[src/rtl/i2c_codec_cfg_if.sv]
`default_nettype none
// ============================================================================
//  Module      : i2c_codec_cfg_if
//  Description : Bus bundle between the codec configuration sequencer and the
//                downstream I2C master, plus the sequencer's control/status.
//
//  Signals
//    go        restart request into the sequencer
//    ready     I2C master idle / able to accept start
//    start     single-cycle write request to the I2C master
//    i2c_data  {device address, register[6:0], value[8:0]} transfer word
//    busy      sequence in progress
//    done      all table entries written
//    index     table entry currently being written
//
//  Modports
//    master    the sequencer side (it initiates the I2C writes)
//    slave     the I2C master / system side
//
//  Revision    : 1.0  initial release
// ============================================================================
interface i2c_codec_cfg_if;
    logic        go;
    logic        ready;
    logic        start;
    logic [23:0] i2c_data;
    logic        busy;
    logic        done;
    logic [3:0]  index;

    modport master (
        input  go,
        input  ready,
        output start,
        output i2c_data,
        output busy,
        output done,
        output index
    );

    modport slave (
        output go,
        output ready,
        input  start,
        input  i2c_data,
        input  busy,
        input  done,
        input  index
    );
endinterface
`default_nettype wire

[src/rtl/i2c_codec_cfg.sv]
`default_nettype none
// ============================================================================
//  Module      : i2c_codec_cfg
//  Description : WM8731 register-write sequencer. After reset (or a go
//                request from IDLE/DONE) it waits a power-up delay, then
//                walks a fixed 11-entry initialisation table, handshaking one
//                I2C write per entry with the downstream master via
//                start/ready. done flags a fully configured codec.
//
//  Ports
//    clk       system clock, all logic on the rising edge
//    reset     synchronous, active-high; returns to PWR_WAIT with all
//              outputs cleared
//    bus       i2c_codec_cfg_if.master:
//                go (in), ready (in), start, i2c_data[23:0], busy, done,
//                index[3:0] (out)
//
//  Parameters
//    DEV_ADDR    8-bit I2C write address placed in i2c_data[23:16]
//    INIT_DELAY  cycles waited before the first write (<= 65535)
//    GAP_CYCLES  idle cycles after each completed write (<= 65535)
//
//  Revision    : 1.0  initial release
// ============================================================================
module i2c_codec_cfg #(
    parameter logic [7:0]  DEV_ADDR   = 8'h34,
    parameter int unsigned INIT_DELAY = 50000,
    parameter int unsigned GAP_CYCLES = 64
) (
    input  wire             clk,
    input  wire             reset,
    i2c_codec_cfg_if.master bus
);

    // ------------------------------------------------------------------------
    // Constants
    // ------------------------------------------------------------------------
    localparam logic [15:0] c_INIT_DELAY = 16'(INIT_DELAY);
    localparam logic [15:0] c_GAP_CYCLES = 16'(GAP_CYCLES);
    // Eight cycles of ready staying high after start means the master never
    // saw the request; the counter runs 0..7 across those cycles.
    localparam logic [15:0] c_ACK_LAST   = 16'd7;
    localparam logic [3:0]  c_LAST_INDEX = 4'd10;

    // ------------------------------------------------------------------------
    // State encoding
    // ------------------------------------------------------------------------
    typedef enum logic [2:0] {
        S_IDLE      = 3'd0,
        S_PWR_WAIT  = 3'd1,
        S_LOAD      = 3'd2,
        S_ISSUE     = 3'd3,
        S_WAIT_ACK  = 3'd4,
        S_WAIT_DONE = 3'd5,
        S_GAP       = 3'd6,
        S_DONE      = 3'd7
    } state_t;

    // ------------------------------------------------------------------------
    // Registers and next-state wires
    // ------------------------------------------------------------------------
    state_t      r_state;
    state_t      w_state_nxt;
    logic [15:0] r_cnt;
    logic [15:0] w_cnt_nxt;
    logic [3:0]  r_index;
    logic [3:0]  w_index_nxt;
    logic [23:0] r_data;
    logic        r_start;
    logic        r_busy;
    logic        r_done;
    logic        w_load;
    logic [15:0] w_tbl_word;

    // ------------------------------------------------------------------------
    // WM8731 initialisation table: {reg[6:0], val[8:0]}
    //   0 R15 reset, 1/2 line-in L/R, 3/4 headphone L/R, 5 analogue path,
    //   6 digital path, 7 power-down, 8 interface format, 9 sampling,
    //   10 R9 active (must be last so the codec starts fully configured).
    // ------------------------------------------------------------------------
    function automatic logic [15:0] table_word(input logic [3:0] idx);
        logic [15:0] word;
        unique case (idx)
            4'd0:    word = 16'h1E00;
            4'd1:    word = 16'h0017;
            4'd2:    word = 16'h0217;
            4'd3:    word = 16'h0479;
            4'd4:    word = 16'h0679;
            4'd5:    word = 16'h0812;
            4'd6:    word = 16'h0A00;
            4'd7:    word = 16'h0C00;
            4'd8:    word = 16'h0E01;
            4'd9:    word = 16'h1000;
            4'd10:   word = 16'h1201;
            default: word = 16'h0000;
        endcase
        return word;
    endfunction

    // ------------------------------------------------------------------------
    // Next-state logic. One shared 16-bit counter serves the power-up delay,
    // the inter-write gap and the acknowledge timeout; it returns to zero on
    // every state change so each phase starts counting from 0.
    // ------------------------------------------------------------------------
    always_comb begin
        w_state_nxt = r_state;
        w_cnt_nxt   = '0;
        w_index_nxt = r_index;

        unique case (r_state)
            S_IDLE, S_DONE: begin
                if (bus.go) begin
                    w_state_nxt = S_PWR_WAIT;
                    w_index_nxt = 4'd0;
                end
            end

            // Stays N+1 cycles: N counts plus the cycle that sees the
            // terminal value, so N=0 passes straight through in one cycle.
            S_PWR_WAIT: begin
                if (r_cnt == c_INIT_DELAY) begin
                    w_state_nxt = S_LOAD;
                end else begin
                    w_cnt_nxt = r_cnt + 16'd1;
                end
            end

            // A reset may have left the master mid-transfer, so never issue
            // until it reports idle.
            S_LOAD: begin
                if (bus.ready) begin
                    w_state_nxt = S_ISSUE;
                end
            end

            S_ISSUE: begin
                w_state_nxt = S_WAIT_ACK;
            end

            S_WAIT_ACK: begin
                if (!bus.ready) begin
                    w_state_nxt = S_WAIT_DONE;
                end else if (r_cnt == c_ACK_LAST) begin
                    w_state_nxt = S_ISSUE;
                end else begin
                    w_cnt_nxt = r_cnt + 16'd1;
                end
            end

            S_WAIT_DONE: begin
                if (bus.ready) begin
                    w_state_nxt = S_GAP;
                end
            end

            S_GAP: begin
                if (r_cnt == c_GAP_CYCLES) begin
                    if (r_index == c_LAST_INDEX) begin
                        w_state_nxt = S_DONE;
                    end else begin
                        w_state_nxt = S_LOAD;
                        w_index_nxt = r_index + 4'd1;
                    end
                end else begin
                    w_cnt_nxt = r_cnt + 16'd1;
                end
            end

            default: begin
                w_state_nxt = S_IDLE;
            end
        endcase
    end

    // The transfer word is captured only on entry to LOAD, using the index
    // that LOAD will present, so it is stable from the cycle before start
    // until the master has finished and the gap has elapsed.
    assign w_load     = (w_state_nxt == S_LOAD) && (r_state != S_LOAD);
    assign w_tbl_word = table_word(w_index_nxt);

    // ------------------------------------------------------------------------
    // State and output registers. Outputs are registered from the next state
    // so they line up with the state they describe, and all read 0 while
    // reset is held even though the reset state is PWR_WAIT.
    // ------------------------------------------------------------------------
    always_ff @(posedge clk) begin
        if (reset) begin
            r_state <= S_PWR_WAIT;
            r_cnt   <= '0;
            r_index <= '0;
            r_data  <= '0;
            r_start <= 1'b0;
            r_busy  <= 1'b0;
            r_done  <= 1'b0;
        end else begin
            r_state <= w_state_nxt;
            r_cnt   <= w_cnt_nxt;
            r_index <= w_index_nxt;
            if (w_load) begin
                r_data <= {DEV_ADDR, w_tbl_word};
            end
            // ISSUE always lasts one cycle and is only entered with ready
            // high, which keeps start a clean single-cycle pulse.
            r_start <= (w_state_nxt == S_ISSUE);
            r_busy  <= (w_state_nxt != S_IDLE) && (w_state_nxt != S_DONE);
            r_done  <= (w_state_nxt == S_DONE);
        end
    end

    // ------------------------------------------------------------------------
    // Output drive
    // ------------------------------------------------------------------------
    assign bus.start    = r_start;
    assign bus.i2c_data = r_data;
    assign bus.busy     = r_busy;
    assign bus.done     = r_done;
    assign bus.index    = r_index;

endmodule
`default_nettype wire

[src/flat_wrapper.sv]
// flat-port wrapper written by rule: the top's interface ports become plain ports
module i2c_codec_cfg_flat 
#(
    parameter logic [7:0]  DEV_ADDR   = 8'h34,
    parameter int unsigned INIT_DELAY = 50000,
    parameter int unsigned GAP_CYCLES = 64
)
  (clk, reset, bus_go, bus_ready, bus_start, bus_i2c_data, bus_busy, bus_done, bus_index);
  i2c_codec_cfg_if bus_i ();
  input  wire clk;
  input  wire reset;
  input wire logic [$bits(bus_i.go)-1:0] bus_go;
  input wire logic [$bits(bus_i.ready)-1:0] bus_ready;
  output wire logic [$bits(bus_i.start)-1:0] bus_start;
  output wire logic [$bits(bus_i.i2c_data)-1:0] bus_i2c_data;
  output wire logic [$bits(bus_i.busy)-1:0] bus_busy;
  output wire logic [$bits(bus_i.done)-1:0] bus_done;
  output wire logic [$bits(bus_i.index)-1:0] bus_index;
  assign bus_i.go = bus_go;
  assign bus_i.ready = bus_ready;
  assign bus_start = bus_i.start;
  assign bus_i2c_data = bus_i.i2c_data;
  assign bus_busy = bus_i.busy;
  assign bus_done = bus_i.done;
  assign bus_index = bus_i.index;
  i2c_codec_cfg #(.DEV_ADDR(DEV_ADDR), .INIT_DELAY(INIT_DELAY), .GAP_CYCLES(GAP_CYCLES)) u_core (.clk(clk), .reset(reset), .bus(bus_i));
endmodule
[config.mk]
export PLATFORM = sky130hd
export DESIGN_NAME = i2c_codec_cfg_flat
export DESIGN_NICKNAME = d
export VERILOG_FILES = /design/src/rtl/i2c_codec_cfg_if.sv /design/src/rtl/i2c_codec_cfg.sv /design/src/flat_wrapper.sv
export SDC_FILE = /design/constraint.sdc
export NUM_CORES = 1
export LEC_CHECK = 0
export BUFFER_PORTS_ARGS = -buffer_cell sky130_fd_sc_hd__buf_2
export CAP_MARGIN = 20
export CORE_MARGIN = 2
export CORE_UTILIZATION = 40
export DETAILED_ROUTE_END_ITERATION = 8
export GPL_TIMING_DRIVEN = 0
export PLACE_DENSITY = 0.57
export SYNTH_ARGS = -nofsm -noshare
export SYNTH_HDL_FRONTEND = slang
export SYNTH_SLANG_ARGS = --single-unit
[constraint.sdc]
create_clock -name clk -period 7 [get_ports clk]
set_clock_uncertainty 0.2 [all_clocks]
set_input_delay 0.35 -clock clk [delete_from_list [all_inputs] [get_ports clk]]
set_output_delay 0.35 -clock clk [all_outputs]
set_load 0.05 [all_outputs]
; Word-level counts from Yosys, hierarchy flattened
; Memories as Yosys holds them, arrays and structs flattened. A register that Yosys moved wholly into a read port is not among the register bits.
; Index checks and enable logic that the tools add are counted.
[word_totals]
reg_bits = 43
latchBits = 0
ramBits = 0
mem_bits_ro = 176
in_bits = 4
out_inout_bits = 31
elab_cells = 49
mem_count = 1
[op_classes]
addsub = 2
n_mul = 0
div = 0
order_cmp = 0
eq_ne = 16
shifts = 0
muxes = 18
bitwise = 0
reduce_logical = 5
[mem_list]
columns = memory, words, word_bits, rd, rd_ports_with_merged_regs, write_ports, line_no
row1 = (no name shown), 16, 11, 1, 1, 0, i2c_codec_cfg.sv:83  ; unique case (idx)
[ops]
columns = op, n
row1 = 16-bit 2-to-1 mux, 4
row2 = 16-bit case mux with 3 select lines, 1
row3 = 3-bit 2-to-1 mux, 8
row4 = 3-bit case mux with 7 select lines, 1
row5 = "16-bit by 1-bit adder with 16-bit output, second input constant", 1
row6 = "16-bit equality test, second input constant", 1
row7 = "16-bit by 3-bit equality test with 1-bit output, second input constant", 1
row8 = "16-bit by 7-bit equality test with 1-bit output, second input constant", 1
row9 = "3-bit equality test, second input constant", 5
row10 = "3-bit by 2-bit equality test with 1-bit output, second input constant", 4
row11 = 4-bit 2-to-1 mux, 3
row12 = 4-bit case mux with 2 select lines, 1
row13 = "4-bit by 1-bit adder with 4-bit output, second input constant", 1
row14 = "4-bit equality test, second input constant", 1
row15 = "3-bit by 1-bit equality test with 1-bit output, second input constant", 1
row16 = 3-bit zero test, 1
row17 = "3-bit by 2-bit inequality test with 1-bit output, second input constant", 1
row18 = "3-bit inequality test, second input constant", 1
row19 = 3-bit nonzero test, 1
row20 = 1-bit logical AND, 2
row21 = 2-bit OR reduction, 1

; Longest topological paths before layout
[depth]
ltp_word = 6
ltp_mapped = 12
depth_no_buf = 12

; Worst setup path after synthesis
; OpenSTA, ideal clock, no wires.
[synth_timing]
path_type = reg2reg
start = register u_core.r_index[1], in the netlist u_core.bus.index[1]
end = register u_core.r_data[0], in the netlist u_core.bus.i2c_data[0]
arrival_ns = 2.441
path_slack_ns = 4.269
stages_incl_launch_ff = 11
path_buffers = 0
path_cell_list = dfxtp_1 ha_1 and3b_1 nor2_1 a32oi_1 o31ai_1 inv_1 ha_1 inv_1 or3_1 a311oi_1
[synth_via]
word_cells_on_any_way = 11
cone_classes = add/sub: 1 / eq/ne: 2 / mux: 7 / reduce/logical: 1
[synth_rtl]
columns = item, line_no
row1 = from (decl), i2c_codec_cfg.sv:66  ; logic [3:0] r_index;
row2 = from (signal assigned), i2c_codec_cfg.sv:198  ; r_index <= w_index_nxt;
row3 = 4-bit equality test, i2c_codec_cfg.sv:158  ; if (r_index == c_LAST_INDEX) begin
row4 = 4-bit 2-to-1 mux, i2c_codec_cfg.sv:158
row5 = 4-bit 2-to-1 mux, i2c_codec_cfg.sv:157  ; if (r_cnt == c_GAP_CYCLES) begin
row6 = 4-bit case mux with 2 select lines, i2c_codec_cfg.sv:110  ; unique case (r_state)
row7 = via u_core.w_index_nxt[0], i2c_codec_cfg.sv:67  ; logic [3:0] w_index_nxt;
row8 = to (decl), i2c_codec_cfg.sv:68  ; logic [23:0] r_data;
; The timed path passes the listed nets, and every way through them passes these cells.
; A chain may end at the register's enable or synchronous reset.

; Worst setup path in the final report
[layout_timing]
start = register u_core.r_cnt[2]
end = register u_core.r_data[0], in the netlist u_core.bus.i2c_data[0]
[layout_via]
elab_chain_len = 6
word_cells_on_any_way = 12
cone_classes = eq/ne: 4 / mux: 7 / reduce/logical: 1
[layout_rtl]
columns = item, line_no
row1 = from (decl), i2c_codec_cfg.sv:64  ; logic [15:0] r_cnt;
row2 = from (signal assigned), i2c_codec_cfg.sv:197  ; r_cnt <= w_cnt_nxt;
row3 = 16-bit by 3-bit equality test with 1-bit output, i2c_codec_cfg.sv:143  ; end else if (r_cnt == c_ACK_LAST) begin
row4 = 3-bit 2-to-1 mux, i2c_codec_cfg.sv:143
row5 = 3-bit 2-to-1 mux, i2c_codec_cfg.sv:141  ; if (!bus.ready) begin
row6 = 3-bit case mux with 7 select lines, i2c_codec_cfg.sv:110
row7 = 3-bit by 2-bit equality test with 1-bit output, i2c_codec_cfg.sv:178  ; assign w_load = (w_state_nxt == S_LOAD) && (r_state != S_LOAD);
row8 = 1-bit logical AND, i2c_codec_cfg.sv:178
; Several ways; a longest one is shown, not always the timed one.

==> impl_metrics.prom <==
# TYPE chip_impl_metric gauge
chip_impl_info{name="worst-setup-path-type",value="flip-flop to flip-flop"} 1
chip_impl_info{name="crit_path_start_kind",value="flip-flop"} 1
chip_impl_metric{name="detailroute.via_count",unit=""} 1895
chip_impl_metric{name="post_synth_instance_area",unit="sq um"} 2180
chip_impl_metric{name="gr-total-overflow",unit=""} 0
chip_impl_metric{name="synthesis.area_per_instance",unit="sq um"} 8.16
chip_impl_metric{name="worstHoldPathCells",unit=""} 3
chip_impl_metric{name="vdd_drop_max",unit="uV"} 84.1
chip_impl_metric{name="total_routed_wirelength",unit="microns"} 4730
chip_impl_info{name="synth_largest_area_cell",value="sky130_fd_sc_hd__dfxtp_1"} 1
chip_impl_metric{name="worst-r2r-cell-count",unit=""} 9
chip_impl_info{name="hold_start",value="reset"} 1
chip_impl_metric{name="full_die_area",unit="sq um"} 6060
chip_impl_metric{name="maxSlewViolCount",unit=""} 0
chip_impl_metric{name="cp_data_required_time",unit="ns"} 7.00
chip_impl_metric{name="floorplan.initialDensity",unit="%"} 42.1
chip_impl_metric{name="cts.repair.resized",unit=""} 0
chip_impl_metric{name="grt_first_pass_wirelength",unit="microns"} 8050
chip_impl_metric{name="async_reset_ff_share",unit="%"} 0
chip_impl_info{name="tritoncts_clock_tree",value="yes"} 1
chip_impl_metric{name="first_pass_detailed_route_iteration_total",unit=""} 4
chip_impl_metric{name="post-cts-setup-buffers",unit=""} 0
chip_impl_metric{name="ys_warn_count",unit=""} 0
chip_impl_metric{name="top_level_pins",unit=""} 35
chip_impl_metric{name="fmax",unit="MHz"} 328
chip_impl_metric{name="grt_max_degree",unit=""} 11
chip_impl_info{name="rsz0062_at_grt",value="no"} 1
chip_impl_metric{name="fin_worst_hold_slack",unit="ns"} 0.196
chip_impl_metric{name="synth_top_area_share",unit="%"} 33.1
chip_impl_metric{name="critPathArrivalTime",unit="ns"} 3.05
chip_impl_metric{name="number_of_diodes_added_for_antenna_fixing",unit=""} 0
chip_impl_metric{name="antenna_violations_before_repair",unit=""} 0
chip_impl_info{name="crit_family",value="simple AND/OR/NAND/NOR gates"} 1
chip_impl_metric{name="library_cells_used_by_synthesis",unit=""} 58
chip_impl_metric{name="min_period_over_period",unit="%"} 43.5
chip_impl_metric{name="hpwlAfterDp",unit="microns"} 3530
chip_impl_metric{name="slew-limit-headroom",unit="%"} 50.4
chip_impl_metric{name="core",unit="sq um"} 5170
chip_impl_info{name="status",value="completed"} 1
chip_impl_info{name="min_path_type",value="input port to flip-flop"} 1
chip_impl_metric{name="max_slew.worst_pin.slew",unit="ns"} 0.739
chip_impl_metric{name="clock-sinks",unit=""} 36
chip_impl_metric{name="cts-buffers-inserted",unit=""} 5
chip_impl_info{name="dominantRegCellSynth",value="sky130_fd_sc_hd__dfxtp_1"} 1
chip_impl_info{name="critical-path-slowest-cell",value="sky130_fd_sc_hd__nor4_1"} 1
chip_impl_metric{name="path_max_fanout",unit=""} 7
chip_impl_info{name="worstSetupStartpoint",value="u_core.r_cnt[2]"} 1
chip_impl_metric{name="gpl.final_weighted_congestion",unit=""} 0.823
chip_impl_metric{name="syn-instance-count",unit=""} 267
chip_impl_metric{name="ctsLongestPathBuffers",unit=""} 2
chip_impl_info{name="cts_root_buffer",value="sky130_fd_sc_hd__clkbuf_8"} 1
chip_impl_metric{name="tns",unit="ns"} 0
chip_impl_metric{name="report.power.total",unit="mW"} 0.398
chip_impl_info{name="crit_path_end_kind",value="flip-flop"} 1
chip_impl_metric{name="cpPeakStageDelay",unit="ns"} 0.51
chip_impl_metric{name="all_layer_gr_usage",unit="%"} 16.4
chip_impl_metric{name="power_leakage",unit="nW"} 1.09
chip_impl_info{name="r2r-start",value="u_core.r_cnt[2]"} 1
chip_impl_metric{name="setup_violations",unit=""} 0
chip_impl_metric{name="clock_latency",unit="ns"} 0.28
chip_impl_metric{name="fraction_of_final_layout_cells_sized_beyond_drive_strength_1",unit="%"} 19.5
chip_impl_metric{name="cts_max_level",unit=""} 2
chip_impl_metric{name="sequential_to_total_area_share_from_yosys_stat",unit="%"} 33.1
chip_impl_metric{name="synth_seq_cells",unit=""} 36
chip_impl_metric{name="drc",unit=""} 0
chip_impl_metric{name="cts.hold.buffers_added",unit=""} 0
chip_impl_info{name="post-synth-top-count-cell",value="sky130_fd_sc_hd__nor2_1"} 1
chip_impl_metric{name="post_synth_edffs",unit=""} 0
chip_impl_metric{name="cts.reportedPaths.clkPinSlew",unit="ns"} 0.07
chip_impl_metric{name="die_x",unit="microns"} 77.8
chip_impl_metric{name="area_growth_syn_to_layout",unit="%"} 15.5
chip_impl_info{name="synth_top_cells_by_area",value="sky130_fd_sc_hd__dfxtp_1, sky130_fd_sc_hd__nor2_1, sky130_fd_sc_hd__buf_4, sky130_fd_sc_hd__ha_1, sky130_fd_sc_hd__nand2_1"} 1
chip_impl_metric{name="critPathBufInv",unit=""} 1
chip_impl_metric{name="die_h",unit="microns"} 77.8
chip_impl_metric{name="final_hold_viol_count",unit=""} 0
chip_impl_info{name="worstPathCellList",value="nor4_1, and4_1, nor2_1, o21ai_0, o21a_1, ha_1, inv_1, or3_1, a311oi_1"} 1
chip_impl_metric{name="powerDensity",unit="nW/um^2"} 158
chip_impl_metric{name="fillers",unit=""} 547
chip_impl_metric{name="vias_per_cell",unit=""} 5.03
chip_impl_info{name="synth_commonest_cells",value="sky130_fd_sc_hd__nor2_1, sky130_fd_sc_hd__dfxtp_1, sky130_fd_sc_hd__nand2_1"} 1
chip_impl_metric{name="io_buffers",unit=""} 24
chip_impl_metric{name="row_count",unit=""} 26
chip_impl_metric{name="timing.max_cap.violations",unit=""} 0
chip_impl_metric{name="via_count_of_the_first_global_routing_pass",unit=""} 1705
chip_impl_metric{name="average_detailed_routed_wire_length_per_instance",unit="microns"} 12.5
chip_impl_metric{name="fin_crit",unit="ns"} 3.05
chip_impl_metric{name="drtIter0Drc",unit=""} 132
chip_impl_metric{name="postRouteAntennaNets",unit=""} 0
chip_impl_metric{name="cp.depth",unit=""} 9
chip_impl_metric{name="fin_nets",unit=""} 319
## layout by cell type (no fill, tap or decap), types with 4 or more instances in the layout
cell type,count
sky130_fd_sc_hd__nor2_1,41
sky130_fd_sc_hd__a21oi_1,4
sky130_fd_sc_hd__nand3_1,14
sky130_fd_sc_hd__clkbuf_8,7
sky130_fd_sc_hd__inv_1,13
sky130_fd_sc_hd__and3_1,6
sky130_fd_sc_hd__buf_4,14
sky130_fd_sc_hd__dfxtp_1,36
sky130_fd_sc_hd__a311oi_1,4
sky130_fd_sc_hd__clkbuf_1,6
sky130_fd_sc_hd__conb_1,10
sky130_fd_sc_hd__buf_2,27
sky130_fd_sc_hd__nor3_1,4
sky130_fd_sc_hd__ha_1,8
sky130_fd_sc_hd__nand2_1,24
sky130_fd_sc_hd__xor2_1,9
sky130_fd_sc_hd__xnor2_1,5
sky130_fd_sc_hd__nand2b_1,7
sky130_fd_sc_hd__o21ai_0,5
## tightest hold or removal path, cell delays in order
cell	delay, ns
sky130_fd_sc_hd__buf_2	0.11
sky130_fd_sc_hd__nand2b_1	0.10
sky130_fd_sc_hd__o22ai_1	0.07
## metal layers
layer  vias to the layer above  global-route usage [%]  share of wire, %
met3                         2                    4.07               3.3
met2                        22                    25.3                47
met5                         -                       0                 0
met1                       876                    22.6                49
li1                        995                       -                 -
met4                         0                    4.82              0.51
## registers in the layout, summed over array words and instances (netlist names)
register / cells
u_core.bus.index: 4
u_core.bus.busy: 1
u_core.bus.start: 1
u_core.r_state: 3
u_core.r_cnt: 16
u_core.bus.done: 1
u_core.bus.i2c_data: 10
## metrics by stage
| step | instances | utilization, % | setup WS [ns] | instance area [sq um] |
|---|---|---|---|---|
| final | 377 | 48.7 | 3.95 | 2520 |
| after global routing | 377 | 48.7 | 3.74 | 2520 |
| after CTS | 377 | 48.7 | 3.96 | 2520 |
| after detailed placement | 370 | 46.8 | 3.98 | 2420 |
| after global placement | 370 | 46.8 | 4.05 | 2420 |
| after floorplan | 276 | - | 4.27 | 2210 |
## logic make-up after synthesis
group                    share of synthesized area (%)
AO/OA/AOI/OAI                                     16.2
XOR/XNOR                                          5.63
adder cells (fa/ha/maj)                           4.59
buffers and inverters                             9.82
flip-flops                                        33.1
multiplexers                                      1.38
other                                            0.172
AND/OR/NAND/NOR                                   29.1
## report_power, final
part | leakage, nW | internal [mW] | total [mW] | switching [mW]
Clock | 0.0503 | 0.0877 | 0.159 | 0.0714
Sequential | 0.291 | 0.207 | 0.209 | 0.00228
Combinational | 0.747 | 0.00863 | 0.0298 | 0.0212
## final cells by class
cell class                      instances  area, sq um  share of cell area [%]
Buffer                                 25          165                    6.56
Clock buffer                            7         96.3                    3.83
Inverter                               13         48.8                    1.94
Multi-Input combinational cell        202         1280                    50.8
Sequential cell                        36          721                    28.6
Tap cell                               70         87.6                    3.48
Timing Repair Buffer                   24          120                    4.77
## final timing paths
path | slack [ns] | endpoint
worst min register to register | 0.27 | u_core.bus.i2c_data[12]
worst max register to register | 3.95 | u_core.bus.i2c_data[0]
worst min-delay path | 0.20 | u_core.bus.i2c_data[9]
worst max-delay path | 3.95 | u_core.bus.i2c_data[0]
Note: power is estimated with default switching activity, not from simulation.
